[config.mk]
export PLATFORM = sky130hd
export DESIGN_NAME = divu_seq
export DESIGN_NICKNAME = d
export VERILOG_FILES = /design/src/rtl/divu_pkg.sv /design/src/rtl/divu_step.sv /design/src/rtl/divu_seq.sv
export SDC_FILE = /design/constraint.sdc
export NUM_CORES = 1
export LEC_CHECK = 0
export ABC_AREA = 1
export CORE_ASPECT_RATIO = 1.1
export CORE_MARGIN = 8
export CORE_UTILIZATION = 35
export CTS_CLUSTER_DIAMETER = 120
export DETAILED_ROUTE_END_ITERATION = 6
export GPL_TIMING_DRIVEN = 0
export PLACE_DENSITY_LB_ADDON = 0.1
export SLEW_MARGIN = 20
export SYNTH_ARGS = -nofsm -noshare
export SYNTH_HDL_FRONTEND = slang
export SYNTH_SLANG_ARGS = --single-unit
[constraint.sdc]
create_clock -name clk -period 1.94 [get_ports clk]
set_input_delay 0.582 -clock clk [delete_from_list [all_inputs] [get_ports clk]]
set_output_delay 0.582 -clock clk [all_outputs]
set_load 0.01 [all_outputs]
[src/rtl/divu_pkg.sv]
// Shared types and defaults for the divu_seq restoring divider.
// Optional build macro: DIVU_SEQ_ZERO_DETECT_EN (see divu_seq.sv).
package divu_pkg;

   typedef enum logic [1:0] {
      IDLE = 2'd0,
      RUN  = 2'd1,
      DONE = 2'd2
   } state_t;

   localparam int DW_DEF = 4;
   localparam int VW_DEF = 2;

   // Step counter must hold values up to DW.
   function automatic int cnt_w(input int dw);
      return $clog2(dw + 1);
   endfunction

endpackage

[src/rtl/divu_step.sv]
// One combinational restoring-division step: shift in a dividend bit,
// subtract the divisor when it fits, report the resulting quotient bit.
module divu_step
   import divu_pkg::*;
#(
   parameter int VW = VW_DEF
) (
   input  logic [VW:0]   pr_in,
   input  logic [VW-1:0] divisor,
   input  logic          bit_in,
   output logic [VW:0]   pr_out,
   output logic          q_bit
);

   logic [VW+1:0] shifted;
   logic [VW:0]   diff;

   // Compare at full shifted width; only the low VW+1 bits are carried forward.
   always_comb begin
      shifted = {pr_in, bit_in};
      q_bit   = (shifted >= {2'b00, divisor});
      diff    = shifted[VW:0] - {1'b0, divisor};
      pr_out  = q_bit ? diff : shifted[VW:0];
   end

endmodule

[src/rtl/divu_seq.sv]
// Sequential unsigned restoring divider, one quotient bit per clock.
// Define DIVU_SEQ_ZERO_DETECT_EN to short-circuit divide-by-zero with div_by_zero flag.
module divu_seq
   import divu_pkg::*;
#(
   parameter int DW = DW_DEF,
   parameter int VW = VW_DEF
) (
   input  logic          clk,
   input  logic          rst,
   input  logic          start,
   input  logic [DW-1:0] dividend,
   input  logic [VW-1:0] divisor,
   output logic          busy,
   output logic          done,
   output logic [DW-1:0] quotient,
   output logic [VW-1:0] remainder,
   output logic          div_by_zero
);

   localparam int            CW   = cnt_w(DW);
   localparam logic [CW-1:0] LAST = CW'(DW - 1);

   state_t        state_q, state_d;
   logic [CW-1:0] cnt_q, cnt_d;
   logic [DW-1:0] dvd_q, dvd_d;
   logic [VW-1:0] dvs_q, dvs_d;
   logic [VW:0]   pr_q, pr_d;
   logic          busy_q, busy_d;
   logic          done_q, done_d;
   logic [DW-1:0] quotient_q, quotient_d;
   logic [VW-1:0] remainder_q, remainder_d;
   logic          dbz_q, dbz_d;

   logic [VW:0]   pr_next;
   logic          q_bit;

   divu_step #(.VW(VW)) u_step (
      .pr_in   (pr_q),
      .divisor (dvs_q),
      .bit_in  (dvd_q[DW-1]),
      .pr_out  (pr_next),
      .q_bit   (q_bit)
   );

   // The dividend register doubles as the quotient: dividend bits leave at
   // the top while quotient bits enter at the bottom.
   always_comb begin
      state_d     = state_q;
      cnt_d       = cnt_q;
      dvd_d       = dvd_q;
      dvs_d       = dvs_q;
      pr_d        = pr_q;
      busy_d      = busy_q;
      done_d      = 1'b0;
      quotient_d  = quotient_q;
      remainder_d = remainder_q;
      dbz_d       = dbz_q;

      case (state_q)
         IDLE, DONE: begin
            if (start) begin
               dvd_d   = dividend;
               dvs_d   = divisor;
               pr_d    = '0;
               cnt_d   = '0;
               state_d = RUN;
               busy_d  = 1'b1;
`ifdef DIVU_SEQ_ZERO_DETECT_EN
               if (divisor == '0) begin
                  state_d     = DONE;
                  busy_d      = 1'b0;
                  done_d      = 1'b1;
                  quotient_d  = '1;
                  remainder_d = dividend[VW-1:0];
                  dbz_d       = 1'b1;
               end
`endif
            end else if (state_q == DONE) begin
               state_d = IDLE;
            end
         end

         RUN: begin
            pr_d  = pr_next;
            dvd_d = {dvd_q[DW-2:0], q_bit};
            cnt_d = cnt_q + 1'b1;
            if (cnt_q == LAST) begin
               state_d     = DONE;
               busy_d      = 1'b0;
               done_d      = 1'b1;
               quotient_d  = {dvd_q[DW-2:0], q_bit};
               remainder_d = pr_next[VW-1:0];
               dbz_d       = 1'b0;
            end
         end

         default: begin
            state_d = IDLE;
            busy_d  = 1'b0;
         end
      endcase
   end

   always_ff @(posedge clk) begin
      dvd_q <= dvd_d;
      dvs_q <= dvs_d;
      pr_q  <= pr_d;
      if (rst) begin
         state_q     <= IDLE;
         cnt_q       <= '0;
         busy_q      <= 1'b0;
         done_q      <= 1'b0;
         quotient_q  <= '0;
         remainder_q <= '0;
         dbz_q       <= 1'b0;
      end else begin
         state_q     <= state_d;
         cnt_q       <= cnt_d;
         busy_q      <= busy_d;
         done_q      <= done_d;
         quotient_q  <= quotient_d;
         remainder_q <= remainder_d;
         dbz_q       <= dbz_d;
      end
   end

   assign busy        = busy_q;
   assign done        = done_q;
   assign quotient    = quotient_q;
   assign remainder   = remainder_q;
   assign div_by_zero = dbz_q;

endmodule

### After elaboration in Yosys (flattened, before gate mapping)

Cells that the tools add are included.
W data, S select, Z words.

| cells by class | value |
|---|---|
| multiplexer cells | 14 |
| $lt $le $gt $ge | 1 |
| reductions and logical operators | 9 |
| add/subtract/negate cells | 2 |
| equal/unequal tests | 6 |
| bitwise logic cells | 1 |

Operators with widths:

| cell | count |
|---|---|
| $pmux W3 S2 | 2 |
| $reduce_and A2 Y1 | 5 |
| $pmux W4 S2 | 1 |
| $mux W2 | 3 |
| $mux W3 | 2 |
| $ge A4 B2 Y1 | 1 |
| $mux W4 | 1 |
| $ne A2 B2 Y1 const B | 2 |
| $pmux W2 S2 | 1 |
| $reduce_or A2 Y1 | 2 |
| $add A3 B1 Y3 const B | 1 |
| $eq A3 B2 Y1 const B | 1 |
| $mux W1 | 3 |
| $ne A3 B3 Y1 const B | 1 |
| $sub A3 B2 Y3 | 1 |
| $eq A2 B1 Y1 const B | 1 |
| $eq A2 B2 Y1 const B | 1 |
| $logic_not A2 Y1 | 1 |
| $pmux W1 S2 | 1 |
| $reduce_bool A2 Y1 | 1 |
| $not A1 Y1 | 1 |

| storage, ports and cells | value |
|---|---|
| bits in registers | 22 |
| word-level logic and storage cells | 42 |
| output and inout bits | 9 |
| bits of input ports | 9 |

### Logic depth before layout (Yosys ltp)

Gate-level depths: netlist of the first run.

| depth | value |
|---|---|
| depth in word-level cells | 4 |
| gate-level depth with buffers | 8 |
| mapped depth without buffers | 8 |

### Hierarchy

Synthesis of the first run repeated with hierarchy kept, for this count alone.

| unflattened totals | value |
|---|---|
| cell total of the unflattened synthesis | 118 |
| area, all modules | 1023.5 µm² |

By module, submodules not included:

| module | cells each | sequential area each (µm²) | area each (µm²) | times used |
|---|---|---|---|---|
| divu_seq | 94 | 530.5 | 880.8 | 1 |
| divu_step | 24 | 0.0 | 142.6 | 1 |

### Least setup slack after synthesis of the first run

OpenSTA, ideal clock, no wires.

| timing path | value |
|---|---|
| kind | reg-to-reg |
| from | register dvs_q[0] |
| to | register pr_q[0], data pin |
| library setup time | 146 ps |
| clock period less this slack | 1450 ps |
| setup slack | 490 ps |
| data arrival time | 1305 ps |
| buffers on the path | 0 |
| required time | 1794 ps |
| stages on the path, launching flop included | 6 |
| cell sequence | edfxtp_1 ha_1 fa_1 nand3_1 nand2_1 a21oi_1 |

| on the way | value |
|---|---|
| cells in the longest elaborated chain, start to end | 3 |
| elaborated cells on any way between the ends | 4 |
| classes of those cells | add/sub (1); order compare (1); mux (2) |

Ends and longest elaborated chain:

| what | line | source |
|---|---|---|
| from (decl) | divu_seq.sv:27 | `logic [VW-1:0] dvs_q, dvs_d;` |
| from (signal assigned) | divu_seq.sv:107 | `dvs_q <= dvs_d;` |
| $ge A4 B2 Y1 or $sub A3 B2 Y3 (tied branches) | divu_step.sv:21, divu_step.sv:22 |  |
| $mux W3 (*) | divu_step.sv:23 | `pr_out = q_bit ? diff : shifted[VW:0];` |
| $pmux W3 S2 (*) | divu_seq.sv:60 | `case (state_q)` |
| to (signal assigned) | divu_seq.sv:108 | `pr_q <= pr_d;` |
| to (decl) | divu_seq.sv:28 | `logic [VW:0] pr_q, pr_d;` |

Mark *: on every way between the ends. The rest lies on a longest branch, timed or not.
A chain may end at the register's enable or synchronous reset.

### Worst setup path after layout of the first run

| timing path | value |
|---|---|
| from | register quotient_q[0] (netlist: quotient[0]) |
| to | output quotient[0] |

RTL lines:

| what | line | source |
|---|---|---|
| from (decl) | divu_seq.sv:31 | `logic [DW-1:0] quotient_q, quotient_d;` |
| from (signal assigned) | divu_seq.sv:122 | `quotient_q <= quotient_d;` |
| to (decl) | divu_seq.sv:16 | `output logic [DW-1:0] quotient,` |

No word-level cell between the ends.

==> impl_metrics.env, run 1 <==
export IMPL_cp_required_ns=1.36
export IMPL_reg2reg_depth=6
export IMPL_holdCritPathClass="reg -> reg"
export IMPL_synth_area_leader_cell="edfxtp_1"
export IMPL_startpoint_type="register"
export IMPL_synth_top_area_share_pct=27.3
export IMPL_holdPathEnd="cnt_q[0]$_SDFFE_PP0P_"
export IMPL_hpwlAfterDp_um=1410
export IMPL_antenna_found_initial=0
export IMPL_drc=0
export IMPL_yosysMostFrequentCell="nand2_1"
export IMPL_setup_tns_final_ns=0
export IMPL_cts_path_max_buffers=2
export IMPL_clk_latency_ns=0.30
export IMPL_cts_setup_buffers=0
export IMPL_critPathMaxStageDelay_ns=0.54
export IMPL_r2r_end="pr_q[1]$_SDFFCE_PP0P_"
export IMPL_finalHoldViolCount=0
export IMPL_worstHoldStart="cnt_q[0]$_SDFFE_PP0P_"
export IMPL_p_leak_nw=0.554
export IMPL_ctsHoldBuffers=0
export IMPL_grt_usage_pct=8.14
export IMPL_avgSynthCellArea_um2=9.32
export IMPL_dieArea_um2=4780
export IMPL_ios=18
export IMPL_fp_dieH_um=71.7
export IMPL_nNetsFinal=140
export IMPL_start_util_pct=36.2
export IMPL_crit_path_end_kind="output pin"
export IMPL_fmax_ghz=0.560
export IMPL_outcome="complete, no violations"
export IMPL_ys_async_sr_fraction_pct=0
export IMPL_crit_chain="clkdlybuf4s50_1"
export IMPL_antenna_cells=0
export IMPL_drive_above_1_share_pct=10.4
export IMPL_grt_max_degree=14
export IMPL_synth_edf_count=9
export IMPL_cts_tree="yes"
export IMPL_antenna_left=0
export IMPL_hold_path_depth=1
export IMPL_synth_area_leaders="edfxtp_1 27%, dfxtp_1 26%, nand2_1 7.6%, inv_1 7.2%, ha_1 5.1%"
export IMPL_critical_path_max_fanout=2
export IMPL_r2r_slack_ns=0.33
export IMPL_min_period_over_period_pct=92.0
export IMPL_first_global_vias=739
export IMPL_cts_max_level=1
export IMPL_ys_warn_count=0
export IMPL_vias=703
export IMPL_p_per_area_nw_per_um2=821
export IMPL_cp_slowest_cell="clkdlybuf4s50_1"
export IMPL_numPortBuffers=15
export IMPL_skew_ns=0.00639
export IMPL_synth_top_flop_cell="dfxtp_1"
export IMPL_critPathKind="reg -> out"
export IMPL_synth_seq_cells=22
export IMPL_peakVddDrop_mv=0.610
export IMPL_path_clk_slew_ns=0.12
export IMPL_cts_sinks=22
export IMPL_cts_root_buf="clkbuf_4"
export IMPL_via_per_inst=4.45
export IMPL_drtIter0Drc=21
export IMPL_overflow=0
export IMPL_cap_violations=0
export IMPL_yosysUniqueCellTypes=24
export IMPL_reg2reg_from="dvd_q[3]$_DFFE_PP_"
export IMPL_cts_buffers=3
export IMPL_synth_cell_area_um2=988
export IMPL_cp_num_buf_inv=1
export IMPL_seq_area_frac_synth_pct=53.7
export IMPL_core_um2=2730
export IMPL_routedWlPerCell_um=11.5
export IMPL_cp_depth=1
export IMPL_wl_um=1820
export IMPL_num_fill_cells=277
export IMPL_ctsResizeCount=0
export IMPL_die_w_um=66.7
export IMPL_cp_top_family="buffers and inverters"
export IMPL_netlist_instances=106
export IMPL_arrival_ns=1.20
export IMPL_area_delta_synth_final_pct=24.7
export IMPL_firstDrtPassIters=4
export IMPL_synth_fp_nets=120
export IMPL_place_gp_congestion=0.747
export IMPL_fin_util_pct=45.2
export IMPL_min_period_ns=1.78
export IMPL_rows=20
export IMPL_synthTopCellsByCount="20 x nand2_1, 19 x inv_1, 13 x dfxtp_1, 9 x edfxtp_1, 8 x a21oi_1"
export IMPL_rsz0062_at_grt="false"
export IMPL_setup_viol_count_final=0
export IMPL_slew_violations=0
export IMPL_grt_pass1_wl_um=3080
==> how the worst max path moves through the flow <==
stage	start	end	slack (ns)
2_1_floorplan	dvs_q[0]$_DFFE_PP_	pr_q[0]$_SDFFCE_PP0P_	0.49
3_3_place_gp	start	cnt_q[1]$_SDFFE_PP0P_	0.12
3_5_place_dp	start	cnt_q[1]$_SDFFE_PP0P_	0.11
4_1_cts	remainder[1]$_SDFFE_PP0P_	remainder[1]	0.13
5_1_grt	quotient[0]$_SDFFE_PP0P_	quotient[0]	0.07
6_report	quotient[0]$_SDFFE_PP0P_	quotient[0]	0.16
==> final cells by class <==
type	instances	area [um2]	area share [%]
clock inverter	1	30.0	2.44
buffer	3	23.8	1.93
multi-input combinational	60	355	28.8
tap	33	41.3	3.35
clock buffer	3	22.5	1.83
timing repair buffer	15	150	12.2
sequential	22	531	43.0
inverter	21	78.8	6.40
==> sequential cells by signal, summed over array words and instances, names as in the netlist <==
register	count
busy	1
dvd_q	4
dvs_q	2
remainder	2
state_q	2
quotient	4
done	1
pr_q	3
cnt_q	3
==> cell families after synthesis <==
group	synth area share (%)
XOR/XNOR	0.886
adder cells (fa/ha/maj)	7.09
flip-flops	53.7
buffers and inverters	10.4
AND/OR/NAND/NOR	18.9
other	0.379
AO/OA/AOI/OAI	8.73
==> power breakdown <==
group	switching [mW]	leakage (nW)	internal, mW	total [mW]
registers	0.0140	0.195	0.517	0.531
logic	0.0820	0.330	0.0560	0.138
clock network	0.134	0.0279	0.209	0.343
==> cell usage in the layout (no fill, tap or decap), types with 2 or more instances in the layout <==
cell,n
edfxtp_1,9
clkdlybuf4s50_1,15
inv_2,2
a21oi_1,8
nand2_1,20
o21ai_0,4
inv_1,19
dfxtp_1,13
nor2_1,4
nand3_1,7
nand4_1,2
o21ai_1,2
ha_1,4
clkbuf_4,3
==> per-layer routing <==
metal	part of all wire, %	track usage [%]	wire, um	vias up
met5	0	0	0	-
met4	0.66	4.28	12	0
met3	5.4	2.50	99	2
met2	48	13.5	882	8
met1	45	8.94	826	317
li1	-	-	-	376
==> metrics by stage <==
stage / setup slack, ns / hold WS (ns) / total power [mW] / std cells / cell area, um2
2_1_floorplan: 0.490 / 0.429 / 0.634 / 106 / 988
3_3_place_gp: 0.120 / 0.450 / 0.677 / 154 / 1180
3_5_place_dp: 0.109 / 0.453 / 0.682 / 154 / 1180
4_1_cts: 0.132 / 0.470 / 1.03 / 158 / 1230
5_1_grt: 0.0689 / 0.485 / 1.07 / 158 / 1230
6_report: 0.155 / 0.462 / 1.01 / 158 / 1230
Note: power is estimated with default switching activity, not from simulation.
==> run 2, diff against run 1 <==
--- a/config.mk
+++ b/config.mk
@@ -5,7 +5,6 @@
 export SDC_FILE = /design/constraint.sdc
 export NUM_CORES = 1
 export LEC_CHECK = 0
-export ABC_AREA = 1
 export CORE_ASPECT_RATIO = 1.1
 export CORE_MARGIN = 8
 export CORE_UTILIZATION = 35
==> run 2 against run 1 <==
Register-to-register slack worse by 0.22 ns. Via count up 2.8%. Clock-buffer cell count grew 1. Area after synthesis is 0.63% higher. Combinational power is 7% higher. Clock skew shrank 0.0029 ns. First-iteration DRC count is 9.5% higher. Wire length rose by 7.6%. Setup slack got worse by 0.042 ns. Power fell by 8.1%. Sequential power is 2% higher. Critical endpoint is now remainder[0]$_SDFFE_PP0P_. Largest power group unchanged. Highest routed layer unchanged.
==> impl_metrics.env, run 2 <==
export IMPL_outcome="complete, no violations"
export IMPL_firstDrtPassIters=4
export IMPL_reg2reg_from="dvd_q[3]$_DFFE_PP_"
export IMPL_start_util_pct=36.5
export IMPL_cp_required_ns=2.15
export IMPL_overflow=0
export IMPL_clk_latency_ns=0.30
export IMPL_seqPwrFrac_pct=57.9
export IMPL_via_per_inst=4.99
export IMPL_hpwlAfterDp_um=1530
export IMPL_cp_depth=6
export IMPL_layout_cells_most_common_list="16 x clkdlybuf4s50_1, 13 x dfxtp_1, 10 x nand2_1"
export IMPL_hold_path_depth=2
export IMPL_drc=0
export IMPL_fin_util_pct=45.4
export IMPL_holdCritPathClass="reg -> reg"
export IMPL_rows=20
export IMPL_pre_cts_ws_ns=0.0612
export IMPL_path_clk_slew_ns=0.12
export IMPL_vias=723
export IMPL_p_leak_nw=0.456
export IMPL_synth_fp_nets=106
export IMPL_first_global_vias=761
export IMPL_yosysMostFrequentCell="dfxtp_1"
export IMPL_power_share_clock_pct=26.3
export IMPL_place_gp_congestion=0.689
export IMPL_grt_usage_pct=9.04
export IMPL_synth_area_leader_cell="edfxtp_1"
export IMPL_dieArea_um2=4810
export IMPL_crit_path_end_kind="register"
export IMPL_ctsHoldBuffers=0
export IMPL_cts_setup_buffers=0
export IMPL_ys_async_sr_fraction_pct=0
export IMPL_p_int_mw=0.704
export IMPL_worstHoldStart="quotient[3]$_SDFFE_PP0P_"
export IMPL_num_fill_cells=274
export IMPL_cap_violations=0
export IMPL_critical_path_max_fanout=3
export IMPL_rsz0062_at_grt="false"
export IMPL_core_um2=2730
export IMPL_cp_num_buf_inv=1
export IMPL_synth_seq_cells=22
export IMPL_min_period_over_period_pct=94.2
export IMPL_cts_path_max_buffers=2
export IMPL_cts_buffers=3
export IMPL_routedWlPerCell_um=13.5
export IMPL_fmax_ghz=0.547
export IMPL_fp_dieH_um=71.9
export IMPL_area_delta_synth_final_pct=24.5
export IMPL_synth_area_leaders="edfxtp_1 27%, dfxtp_1 26%, ha_1 5.0%, nand2_1 3.8%, a21oi_1 3.5%"
export IMPL_critPathMaxStageDelay_ns=0.42
export IMPL_finalHoldViolCount=0
export IMPL_antenna_found_initial=0
export IMPL_crit_chain="inv_1 -> ha_1 -> fa_2 -> or3b_4 -> o21a_1 -> o41ai_2"
export IMPL_yosysUniqueCellTypes=34
export IMPL_antenna_cells=0
export IMPL_synth_cell_area_um2=995
export IMPL_cp_top_family="compound AO/OA/AOI/OAI gates"
export IMPL_fin_ws_ns=0.113
export IMPL_ys_warn_count=0
export IMPL_slew_violations=0
export IMPL_reg2reg_depth=6
export IMPL_place_inst=141
export IMPL_seqCellArea_um2=531
export IMPL_power_mw=0.931
export IMPL_min_period_ns=1.83
export IMPL_cp_slowest_cell="edfxtp_1"
export IMPL_numPortBuffers=16
export IMPL_cts_max_level=1
export IMPL_finalNonFillerCells=145
export IMPL_ios=18
export IMPL_avgSynthCellArea_um2=10.8
export IMPL_fin_hold_ws_ns=0.470
export IMPL_swShare_pct=24.4
export IMPL_cts_sinks=22
export IMPL_seq_area_frac_synth_pct=53.3
export IMPL_switchingPower_mw=0.227
export IMPL_antenna_left=0
export IMPL_setup_viol_count_final=0
export IMPL_nNetsFinal=127
export IMPL_placed_cell_area_um2=1200
export IMPL_peakVddDrop_mv=0.392
export IMPL_layout_commonest_cell="clkdlybuf4s50_1"
export IMPL_setup_tns_final_ns=0
export IMPL_arrival_ns=2.03
export IMPL_p_per_area_nw_per_um2=751
export IMPL_synthTopCellsByCount="13 x dfxtp_1, 10 x nand2_1, 9 x edfxtp_1, 8 x nor2_1, 7 x a21oi_1"
export IMPL_synth_top_flop_cell="dfxtp_1"
export IMPL_die_w_um=66.8
export IMPL_drive_above_1_share_pct=13.4
export IMPL_startpoint_type="register"
export IMPL_grt_pass1_wl_um=3410
export IMPL_netlist_instances=92
export IMPL_grt_max_degree=13
export IMPL_critPathKind="reg -> reg"
export IMPL_wl_um=1960
export IMPL_drtIter0Drc=23
export IMPL_cts_tree="yes"
export IMPL_fin_area_um2=1240
export IMPL_skew_ns=0.00353
export IMPL_critPathLaunch="dvd_q[3]$_DFFE_PP_"
export IMPL_synth_edf_count=9
export IMPL_synth_top_area_share_pct=27.2
export IMPL_cts_root_buf="clkbuf_4"
export IMPL_p_comb_share_pct=15.8
export IMPL_multiInputGateArea_um2=432
-- run 2: cell types whose count changed after synthesis, sizes merged, moves of 3 or more --
cell and change:
inv -15, nand3b +4, nand3 -5, mux2 +3, o21ai -6, nand2 -11
-- run 2: power by group through the flow --
stage	Clock (mW)	Combinational [mW]	Sequential [mW]
after floorplan	0	0.0983	0.544
after global placement	0	0.142	0.550
after detailed placement	0	0.144	0.550
after CTS	0.259	0.145	0.540
after global routing	0.278	0.168	0.544
final	0.245	0.147	0.539
-- run 2: timing repair --
item,in CTS,in global routing
endpoints found under the hold margin,0,0
setup endpoints to repair,0,2
gates resized for setup,0,2
-- run 2: layout make-up --
| class | count | share of cell area (%) |
|---|---|---|
| sequential | 22 | 42.8 |
| tap | 33 | 3.33 |
| inverter | 6 | 1.82 |
| clock buffer | 4 | 2.93 |
| buffer | 3 | 1.31 |
| multi-input combinational | 61 | 34.8 |
| timing repair buffer | 16 | 12.9 |
-- run 2: cells by family after synthesis --
kind of cell / synth area share [%]
buffers and inverters: 3.90
AOI/OAI and AO/OA: 12.3
and+or+nand+nor: 18.7
DFF: 53.3
adders and majority gates: 7.04
xor gates and xnor gates: 0.881
muxes: 3.40
other: 0.377
-- run 2: worst min-delay path: cells and delay by family, from the launching register on --
kind,cells,cell delay [ns]
AO/OA/AOI/OAI,1,0.06
AND/OR/NAND/NOR,1,0.05
flip-flops,1,0.33
-- run 2: final timing paths --
path | to | slack [ns]
worst max register to register | remainder[0]$_SDFFE_PP0P_ | 0.11
worst min register to register | quotient[3]$_SDFFE_PP0P_ | 0.47
worst max-delay path | remainder[0]$_SDFFE_PP0P_ | 0.11
worst min-delay path | quotient[3]$_SDFFE_PP0P_ | 0.47
-- run 2: per-layer routing --
metal | wire, um | GRT usage, % | part of all wire (%)
met5 | 0 | 0 | 0
met1 | 826 | 9.69 | 42
met4 | 18 | 4.28 | 0.92
met2 | 1040 | 15.9 | 53
met3 | 77 | 2.31 | 3.9
==> run 3, diff against run 2 <==
--- a/config.mk
+++ b/config.mk
@@ -11,8 +11,9 @@
 export CTS_CLUSTER_DIAMETER = 120
 export DETAILED_ROUTE_END_ITERATION = 6
 export GPL_TIMING_DRIVEN = 0
-export PLACE_DENSITY_LB_ADDON = 0.1
+export PLACE_DENSITY = 0.59
 export SLEW_MARGIN = 20
 export SYNTH_ARGS = -nofsm -noshare
 export SYNTH_HDL_FRONTEND = slang
+export SYNTH_HIERARCHICAL = 1
 export SYNTH_SLANG_ARGS = --single-unit
==> run 3 against run 2 <==
Clock-buffer cell count down 1. Synthesized cell count decreased by 4.3%. Area after synthesis up 5.8%.
==> impl_metrics.env, run 3 <==
export IMPL_outcome="complete, no violations"
export IMPL_place_gp_congestion=0.770
export IMPL_finalHoldViolCount=0
export IMPL_cts_root_buf="clkbuf_4"
export IMPL_antenna_found_initial=0
export IMPL_core_um2=2970
export IMPL_dieArea_um2=5020
export IMPL_cts_setup_buffers=0
export IMPL_vias=682
export IMPL_grt_usage_pct=8.46
export IMPL_avgSynthCellArea_um2=12.0
export IMPL_cap_violations=0
export IMPL_drive_above_1_share_pct=13.9
export IMPL_ys_warn_count=6
export IMPL_min_period_ns=1.84
export IMPL_fin_hold_ws_ns=0.481
export IMPL_rsz0062_at_grt="false"
export IMPL_setup_viol_count_final=0
export IMPL_use_met3_pct=1.83
export IMPL_cts_buffers=3
export IMPL_ios=18
export IMPL_cts_path_max_buffers=2
export IMPL_synth_seq_cells=22
export IMPL_place_inst=138
export IMPL_min_period_over_period_pct=94.9
export IMPL_nNetsFinal=123
export IMPL_layout_cells_most_common_list="16 x clkdlybuf4s50_1, 13 x nand2b_1, 13 x dfxtp_1"
export IMPL_p_leak_nw=0.481
export IMPL_synth_fp_nets=102
export IMPL_fmax_ghz=0.543
export IMPL_peakVddDrop_mv=0.439
export IMPL_cts_sinks=22
export IMPL_arrival_ns=1.87
export IMPL_crit_path_end_kind="register"
export IMPL_met1_usage_pct=9.94
export IMPL_slew_headroom_pct=62.7
export IMPL_grt_max_degree=13
export IMPL_holdCritPathClass="reg -> reg"
export IMPL_netlist_instances=88
export IMPL_fin_ws_ns=0.0993
export IMPL_ys_async_sr_fraction_pct=0
export IMPL_layout_commonest_cell="clkdlybuf4s50_1"
export IMPL_drc=0
export IMPL_yosysUniqueCellTypes=32
export IMPL_critPathMaxStageDelay_ns=0.48
export IMPL_critPathKind="in -> reg"
export IMPL_first_global_vias=729
export IMPL_cts_tree="yes"
export IMPL_numPortBuffers=16
export IMPL_start_util_pct=35.4
export IMPL_ctsResizeCount=0
export IMPL_synthTopCellsByCount="13 x dfxtp_1, 13 x nand2b_1, 9 x edfxtp_1, 8 x mux2i_1, 5 x inv_1"
export IMPL_slew_violations=0
export IMPL_die_w_um=68.3
export IMPL_cp_slowest_cell="nor2b_1"
export IMPL_area_delta_synth_final_pct=21.8
export IMPL_critical_path_max_fanout=7
export IMPL_startpoint_type="input pin"
export IMPL_use_met2_pct=13.7
export IMPL_routedWlPerCell_um=13.5
export IMPL_synth_top_area_share_pct=25.7
export IMPL_cts_max_level=1
export IMPL_drtIter0Drc=22
export IMPL_synth_area_leader_cell="edfxtp_1"
export IMPL_fp_dieH_um=73.5
export IMPL_path_clk_slew_ns=0.13
export IMPL_cp_required_ns=1.97
export IMPL_p_per_area_nw_per_um2=703
export IMPL_pre_cts_ws_ns=-0.272
export IMPL_seq_area_frac_synth_pct=50.4
export IMPL_rows=21
export IMPL_firstDrtPassIters=4
export IMPL_power_mw=0.900
export IMPL_skew_ns=0.0106
export IMPL_crit_chain="clkdlybuf4s50_1 -> nor2b_1 -> or2_2"
export IMPL_grt_pass1_wl_um=3260
export IMPL_clk_latency_ns=0.31
export IMPL_synth_top_flop_cell="dfxtp_1"
export IMPL_antenna_left=0
export IMPL_overflow=0
export IMPL_synth_edf_count=9
export IMPL_hpwlAfterDp_um=1470
export IMPL_worstMarginPinSlew_ns=0.559
export IMPL_antenna_cells=0
export IMPL_wl_um=1920
export IMPL_synth_area_leaders="edfxtp_1 26%, dfxtp_1 25%, nand2b_1 7.7%, mux2i_1 7.6%, ha_1 4.8%"
export IMPL_finalNonFillerCells=142
export IMPL_via_per_inst=4.80
export IMPL_gr_max_usage_layer="met2"
export IMPL_ctsHoldBuffers=0
export IMPL_synth_cell_area_um2=1050
-- run 3: cell types whose count changed after synthesis, sizes merged, moves of 2 or more --
cell	previous run	this run
nand2b	2	13
nand2	10	1
mux2i	0	8
nor2	8	1
a21oi	7	1
nand3b	4	0
nor2b	0	4
and2	0	3
nor3	2	0
o21a	2	0
or4b	0	2
-- run 3: logic make-up (layout without fill, tap and decap cells) --
kind of cell    Yosys count  in the layout  share of synthesized area [%]
simple gates             30             30                           20.0
flops                    22             22                           50.4
mux                      12             12                           11.9
buf+inv                  10             30                           4.76
compound gates            7              7                           5.11
fa+ha+maj                 5              5                           6.66
other cells               1              1                          0.356
xor+xnor                  1              1                          0.832
-- run 3: area by class of cell --
type                    instances  area, um2
multi-input cells              56        472
repair buffers                 16        160
plain buffers                   5       31.3
well taps                      34       42.5
flip-flops and latches         22        531
inverters                       5       18.8
fillers                       285       1690
clock inverters                 1       3.75
clock buffers                   3       22.5
-- run 3: path summary, 6_finish.rpt --
kind / endpoint / from / slack, ns / depth (start not counted)
worst min register to register: cnt_q[1]$_SDFFE_PP0P_ / cnt_q[1]$_SDFFE_PP0P_ / 0.48 / 2
worst min-delay path: cnt_q[1]$_SDFFE_PP0P_ / cnt_q[1]$_SDFFE_PP0P_ / 0.48 / 2
worst max-delay path: dvd_q[0]$_DFFE_PP_ / start / 0.1 / 3
worst max register to register: pr_q[0]$_SDFFCE_PP0P_ / dvs_q[0]$_DFFE_PP_ / 0.20 / 5
-- run 3: worst max-delay path, delay by kind of cell --
kind	cells	cell delay, ns
AND/OR/NAND/NOR	2	0.81
buffers and inverters	1	0.47
-- run 3: per-stage QoR --
stage	setup TNS (ns)	instance area, um2	utilization (%)
after detailed placement	-1.90	1250	42.3
final	0	1280	43.2
after CTS	0	1280	43.2
after global placement	-1.62	1250	42.3
after global routing	0	1280	43.2
after floorplan	0	1050	-
-- run 3: metal layers --
layer	share of wire, %	vias to the layer above
met3	4.7	6
met2	48	15
met5	0	-
met4	3.0	0
met1	45	314
li1	-	347
-- run 3: where the power goes --
group	leakage (nW)	internal (mW)	switching, mW	total [mW]
Sequential	0.195	0.516	0.0180	0.534
Combinational	0.270	0.0793	0.0710	0.150
Clock	0.0154	0.0751	0.141	0.216
